==> src/rtl/wnr_fifo_frame_reader.sv <==
// Purpose : drains exactly FRAME_LEN words from the async sample FIFO read port per start pulse
//           and presents them as a valid/ready stream with sop/eop markers.
// Latency : first m_valid RD_LATENCY+1 cycles after an accepted start; one beat per cycle sustained.
// Backpr. : m_ready low holds m_data/m_valid; reads are credit-limited so the
//           BUF_DEPTH-entry output buffer never overflows.
//
// Ports:
//   rd_clk, rd_rst_n        read-domain clock, asynchronous active-low reset
//   start                   single-cycle frame request (ignored unless idle)
//   busy, frame_done        frame in progress / one-cycle pulse after the eop handshake
//   fifo_rd_en/_data/_empty FIFO read port (data valid RD_LATENCY cycles after rd_en)
//   m_valid/m_ready/m_data  output stream, with m_sop/m_eop frame markers
//   underrun_cnt            only when WNR_FIFO_FRAME_READER_UNDERRUN_CNT_EN is defined:
//                           count of stream cycles starved by an empty FIFO
module wnr_fifo_frame_reader #(
  parameter int DATA_WIDTH = 16,
  parameter int FRAME_LEN  = 1024,
  parameter int CNT_WIDTH  = 16,
  parameter int RD_LATENCY = 1,
  parameter int BUF_DEPTH  = 4
) (
  input  logic                  rd_clk,
  input  logic                  rd_rst_n,
  input  logic                  start,
  output logic                  busy,
  output logic                  frame_done,
  output logic                  fifo_rd_en,
  input  logic [DATA_WIDTH-1:0] fifo_rd_data,
  input  logic                  fifo_rd_empty,
  output logic                  m_valid,
  input  logic                  m_ready,
  output logic [DATA_WIDTH-1:0] m_data,
  output logic                  m_sop,
  output logic                  m_eop
`ifdef WNR_FIFO_FRAME_READER_UNDERRUN_CNT_EN
  ,
  output logic [15:0]           underrun_cnt
`endif
);

  localparam int PTR_W = (BUF_DEPTH > 1) ? $clog2(BUF_DEPTH) : 1;
  // Occupancy and in-flight counts must both be able to hold the value BUF_DEPTH.
  localparam int OCC_W = $clog2(BUF_DEPTH) + 1;
  localparam int SUM_W = OCC_W + 1;

  // rd_cnt carries one extra bit so it can reach FRAME_LEN itself (e.g. 65536 with 16-bit counters).
  localparam logic [CNT_WIDTH:0]   RD_LIMIT     = (CNT_WIDTH+1)'(FRAME_LEN);
  localparam logic [CNT_WIDTH:0]   RD_ONE       = (CNT_WIDTH+1)'(1);
  localparam logic [CNT_WIDTH-1:0] TX_LAST      = CNT_WIDTH'(FRAME_LEN - 1);
  localparam logic [CNT_WIDTH-1:0] TX_ONE       = CNT_WIDTH'(1);
  localparam logic [SUM_W-1:0]     CREDIT_LIMIT = SUM_W'(BUF_DEPTH);
  localparam logic [PTR_W-1:0]     PTR_ONE      = PTR_W'(1);
  localparam logic [OCC_W-1:0]     OCC_ONE      = OCC_W'(1);

  typedef enum logic [1:0] {
    S_IDLE   = 2'd0,
    S_STREAM = 2'd1,
    S_DONE   = 2'd2
  } state_t;

  state_t state;
  state_t state_nxt;

  logic [CNT_WIDTH:0]    rd_cnt;
  logic [CNT_WIDTH-1:0]  tx_cnt;
  logic [RD_LATENCY-1:0] rd_pipe;
  logic [DATA_WIDTH-1:0] obuf_mem [BUF_DEPTH];
  logic [PTR_W-1:0]      wr_ptr;
  logic [PTR_W-1:0]      rd_ptr;
  logic [OCC_W-1:0]      occupancy;
  logic [OCC_W-1:0]      inflight;
  logic [SUM_W-1:0]      credit_sum;
  logic                  start_acc;
  logic                  ret_vld;
  logic                  pop;
  logic                  last_beat;

  // ---------------------------------------------------------------------------
  // Control FSM
  // ---------------------------------------------------------------------------
  always_ff @(posedge rd_clk or negedge rd_rst_n) begin
    if (!rd_rst_n) begin
      state <= S_IDLE;
    end else begin
      state <= state_nxt;
    end
  end

  always_comb begin
    state_nxt = state;
    case (state)
      S_IDLE:   if (start) state_nxt = S_STREAM;
      S_STREAM: if (last_beat) state_nxt = S_DONE;
      S_DONE:   state_nxt = S_IDLE;
      default:  state_nxt = S_IDLE;
    endcase
  end

  assign start_acc  = (state == S_IDLE) & start;
  assign busy       = (state == S_STREAM);
  assign frame_done = (state == S_DONE);

  // ---------------------------------------------------------------------------
  // Read issue: a read is only launched when a buffer slot is guaranteed for
  // its data, counting reads still travelling through the FIFO read latency.
  // ---------------------------------------------------------------------------
  always_comb begin
    inflight = '0;
    for (int i = 0; i < RD_LATENCY; i++) begin
      inflight = inflight + OCC_W'(rd_pipe[i]);
    end
  end

  assign credit_sum = SUM_W'(occupancy) + SUM_W'(inflight);

  assign fifo_rd_en = (state == S_STREAM) & ~fifo_rd_empty &
                      (rd_cnt < RD_LIMIT) & (credit_sum < CREDIT_LIMIT);

  // Shift of issued reads; the oldest stage marks fifo_rd_data as valid this cycle.
  always_ff @(posedge rd_clk or negedge rd_rst_n) begin
    if (!rd_rst_n) begin
      rd_pipe <= '0;
    end else begin
      rd_pipe[0] <= fifo_rd_en;
      for (int i = 1; i < RD_LATENCY; i++) begin
        rd_pipe[i] <= rd_pipe[i-1];
      end
    end
  end

  assign ret_vld = rd_pipe[RD_LATENCY-1];

  // ---------------------------------------------------------------------------
  // Frame counters
  // ---------------------------------------------------------------------------
  always_ff @(posedge rd_clk or negedge rd_rst_n) begin
    if (!rd_rst_n) begin
      rd_cnt <= '0;
      tx_cnt <= '0;
    end else if (start_acc) begin
      rd_cnt <= '0;
      tx_cnt <= '0;
    end else begin
      if (fifo_rd_en) rd_cnt <= rd_cnt + RD_ONE;
      if (pop)        tx_cnt <= tx_cnt + TX_ONE;
    end
  end

  // ---------------------------------------------------------------------------
  // Output buffer: power-of-two ring, pointers wrap naturally
  // ---------------------------------------------------------------------------
  always_ff @(posedge rd_clk) begin
    if (ret_vld) obuf_mem[wr_ptr] <= fifo_rd_data;
  end

  always_ff @(posedge rd_clk or negedge rd_rst_n) begin
    if (!rd_rst_n) begin
      wr_ptr    <= '0;
      rd_ptr    <= '0;
      occupancy <= '0;
    end else begin
      if (ret_vld) wr_ptr <= wr_ptr + PTR_ONE;
      if (pop)     rd_ptr <= rd_ptr + PTR_ONE;
      case ({ret_vld, pop})
        2'b10:   occupancy <= occupancy + OCC_ONE;
        2'b01:   occupancy <= occupancy - OCC_ONE;
        default: occupancy <= occupancy;
      endcase
    end
  end

  // ---------------------------------------------------------------------------
  // Stream output. m_data is forced to zero when nothing is held so the bus is
  // clean out of reset and between frames; the head entry is stable while stalled.
  // ---------------------------------------------------------------------------
  assign m_valid   = (occupancy != '0);
  assign m_data    = m_valid ? obuf_mem[rd_ptr] : '0;
  assign m_sop     = m_valid & (tx_cnt == '0);
  assign m_eop     = m_valid & (tx_cnt == TX_LAST);
  assign pop       = m_valid & m_ready;
  assign last_beat = pop & (tx_cnt == TX_LAST);

`ifdef WNR_FIFO_FRAME_READER_UNDERRUN_CNT_EN
  // Counts cycles where the frame is stalled purely because the FIFO has
  // nothing to give: buffer drained, no reads outstanding, words still owed.
  logic starved;

  assign starved = (state == S_STREAM) & (occupancy == '0) & (inflight == '0) &
                   fifo_rd_empty & (rd_cnt < RD_LIMIT);

  always_ff @(posedge rd_clk or negedge rd_rst_n) begin
    if (!rd_rst_n) begin
      underrun_cnt <= '0;
    end else if (start_acc) begin
      underrun_cnt <= '0;
    end else if (starved && (underrun_cnt != 16'hFFFF)) begin
      underrun_cnt <= underrun_cnt + 16'd1;
    end
  end
`endif

endmodule
==> config.mk <==
export PLATFORM = sky130hd
export DESIGN_NAME = wnr_fifo_frame_reader
export DESIGN_NICKNAME = d
export VERILOG_FILES = /design/src/rtl/wnr_fifo_frame_reader.sv
export SDC_FILE = /design/constraint.sdc
export NUM_CORES = 1
export LEC_CHECK = 0
export BUFFER_PORTS_ARGS = -buffer_cell sky130_fd_sc_hd__buf_2
export CORE_MARGIN = 2
export CORE_UTILIZATION = 36
export DETAILED_ROUTE_END_ITERATION = 10
export PLACE_DENSITY_LB_ADDON = 0.15
export SETUP_SLACK_MARGIN = 0.3
export SYNTH_ARGS = -nofsm -noshare
export SYNTH_HDL_FRONTEND = slang
export SYNTH_SLANG_ARGS = --single-unit
==> constraint.sdc <==
create_clock -name rd_clk -period 3.1 [get_ports rd_clk]
set_input_delay 0.31 -clock rd_clk [delete_from_list [all_inputs] [get_ports rd_clk]]
set_output_delay 0.31 -clock rd_clk [all_outputs]
set_load 0.05 [all_outputs]
==> metrics <==
Int Pwr 2.98 mW; CTS buffer count 9; CTS tree done; # rows 41; sw power 1.91 mW; FF-to-FF Start rd_cnt[10]$_DFFE_PN0P_; Syn Std Cell Area 0.00464 mm2; Sequential Power Share 0.409; initial antenna violation count 0; Slew @ Worst Pin 0.963 ns; Layout area overhead 15.5%; Antenna diodes 0; fin crit period 2.64 ns; detailed-route DRC error count 0; most common cell after layout, fill and taps aside edfxtp_1; Hold Crit Class in -> async; Clk pin slew, worst setup/hold paths 0.07 ns; Sw Ratio 0.391; Crit path required time 2.79 ns; Synth Area per Inst 13.8 um2; dpl cell area 0.00506 mm2; Vias/cell 4.96; critical path peak fanout 5; Crit. End Element output pin; Syn Nets 367; Final Wtd Congestion 0.764; Core Region 0.0126 mm2; initial drt markers 144; Mapped Cells 337; Top-Level Pins 43; run status finished, final reports clean; most frequent cells in the layout 64 x edfxtp_1, 43 x dfrtp_1, 41 x buf_2; Die Span Y 118 um; nets@finish 410; DP Wirelength 5530 um; Slew headroom 0.358; Ys Warns 0; Avg WL per Cell 15.6 um; Final Hold Vio Count 0; Antenna Nets Post-Route 0; Die ar. 0.0138 mm2; EDFF count, synth 64; vias in the first global route 2,770; most common flop cell mapped by yosys edfxtp_1; Final TNS setup 0 ns; worst path arrival time 2.33 ns; FF+latch count, synth 107; Max-Cap Viols 0; width of the die 118 um; R2R Setup Slk 0.90 ns; fin. max-slew vios 0; Reg2Reg Depth 4; port bufs 42; vias 2,765; Worst Setup Path Type reg -> out; FILL cells 1,203; Combinational Power Share 0.359; ys async rst share 0.402; Total GRT Usage 0.134; CTS max path bufs 2; fmax 379 MHz; Worst Skew 0.00906 ns; post-synthesis sequential area ratio 0.646; Overflow after GRT 0; WL final 8710 um; P per Cell Area 912 mW/mm2; final hold slack 0.106 ns; Peak VDD IR 435 uV; final setup vio count 0; unrepaired setup endpoints after global routing false; Worst setup SP type flip-flop; layout cells sized above 1 0.223; crit path from tx_cnt[12]$_DFFE_PN0P_; clock latency on the worst-skew pair 0.35 ns; TritonRoute pass-1 iters 4; setup slack after layout 0.463 ns; first-pass GRT wire length 14,200 um; DP Worst Slack 0.796 ns; largest net degree at the start of global routing 44; leak pwr 2.06 nW; final instance area 0.00536 mm2; Clock power frac 0.233; Worst setup endpoint m_eop; CTS root buffer clkbuf_16; Final Cycle Share 0.851; CTS sink count 107; capturing point of the worst reg2reg path rd_cnt[4]$_DFFE_PN0P_; Initial Util 0.368; Post-CTS Hold Buffers 0; htree depth 3; count of cell types in the netlist 34; final core utilization 0.425
routing by layer:
metal / vias to the layer above / GRT usage / part of all wire
li1: 1335 / - / -
met1: 1370 / 0.179 / 0.48
met2: 45 / 0.203 / 0.46
met3: 15 / 0.0315 / 0.033
met4: 0 / 0.0700 / 0.026
met5: - / 0 / 0
timing repair:
action | 4_1_cts | 5_1_grt
setup buffers | 0 | 0
endpoints found under the setup margin | 0 | 1
gates resized for setup | 0 | 1
through the flow:
stage          cells  power [mW]
2_1_floorplan    337        3.35
3_3_place_gp     541        3.78
3_5_place_dp     541        3.81
4_1_cts          557        4.97
5_1_grt          557        5.17
6_report         557        4.89
worst max-delay path, stage by stage, from the launching register on:
cell and delay [ns]:
dfrtp_1 0.42, or4_1 0.53, or4_1 0.48, nor4_2 0.28, clkbuf_4 0.27
how the worst min path moves through the flow:
stage,to,slack [ns],depth (start not counted)
after floorplan,occupancy[0]$_DFFE_PN0P_,0.01,0
after global placement,rd_cnt[10]$_DFFE_PN0P_,0.48,1
after detailed placement,rd_cnt[10]$_DFFE_PN0P_,0.49,1
after CTS,tx_cnt[15]$_DFFE_PN0P_,0.14,1
after global routing,obuf_mem[2][6]$_DFFE_PP_,0.16,1
final,tx_cnt[15]$_DFFE_PN0P_,0.11,1
cell type report:
cell class | count | area, um2 | area share
inverters | 17 | 63.8 | 0.0119
well taps | 172 | 215 | 0.0401
clock inverters | 5 | 42.5 | 0.00793
repair buffers | 46 | 255 | 0.0476
flip-flops and latches | 107 | 3000 | 0.559
clock buffers | 11 | 253 | 0.0471
multi-input cells | 199 | 1530 | 0.286
synthesized netlist by cell type (2+ instances only):
cell      instances  area [um2]
a21oi_1          15        75.1
clkbuf_1          8        30.0
nor2_1           11        41.3
nor2b_1          23         144
buf_1             2        7.51
nand4_1           7        43.8
inv_1            17        63.8
nand2_1          19        71.3
edfxtp_1         64        1920
mux4_2           16         360
or2_2             5        31.3
o21ai_0          12        60.1
xor2_1            6        52.6
dfrtp_1          43        1080
o31ai_1           4        30.0
nor3_1            5        25.0
or3_1             9        56.3
or4_1            10        75.1
xnor2_1           6        52.6
mux2i_1           5        50.1
ha_1              8         100
buf_2             3        15.0
and4_1            2        17.5
nor4_1            8        50.1
nand3_1          12        60.1
and2_1            8        50.1
and3_1            2        12.5
power by group through the flow:
stage / combinational (mW) / clock, mW / sequential [mW]
final: 1.75 / 1.14 / 2.00
after global routing: 1.91 / 1.23 / 2.04
after CTS: 1.79 / 1.18 / 2.00
after detailed placement: 1.78 / 0 / 2.03
after global placement: 1.76 / 0 / 2.02
after floorplan: 1.45 / 0 / 1.90
registers in the layout (all words and copies together), names as in the netlist:
name       count
state          2
tx_cnt        16
rd_pipe        1
rd_ptr         2
wr_ptr         2
rd_cnt        17
obuf_mem      64
occupancy      3
logic make-up (layout without fill, tap and decap cells):
group | Yosys count | count (layout) | share of synthesized area
compound gates | 35 | 35 | 0.0437
xor+xnor | 12 | 12 | 0.0226
fa+ha+maj | 9 | 9 | 0.0259
buf+inv | 31 | 79 | 0.0261
flops | 107 | 107 | 0.646
mux | 21 | 21 | 0.0884
simple gates | 122 | 122 | 0.147
Note: power is estimated with default switching activity, not from simulation.
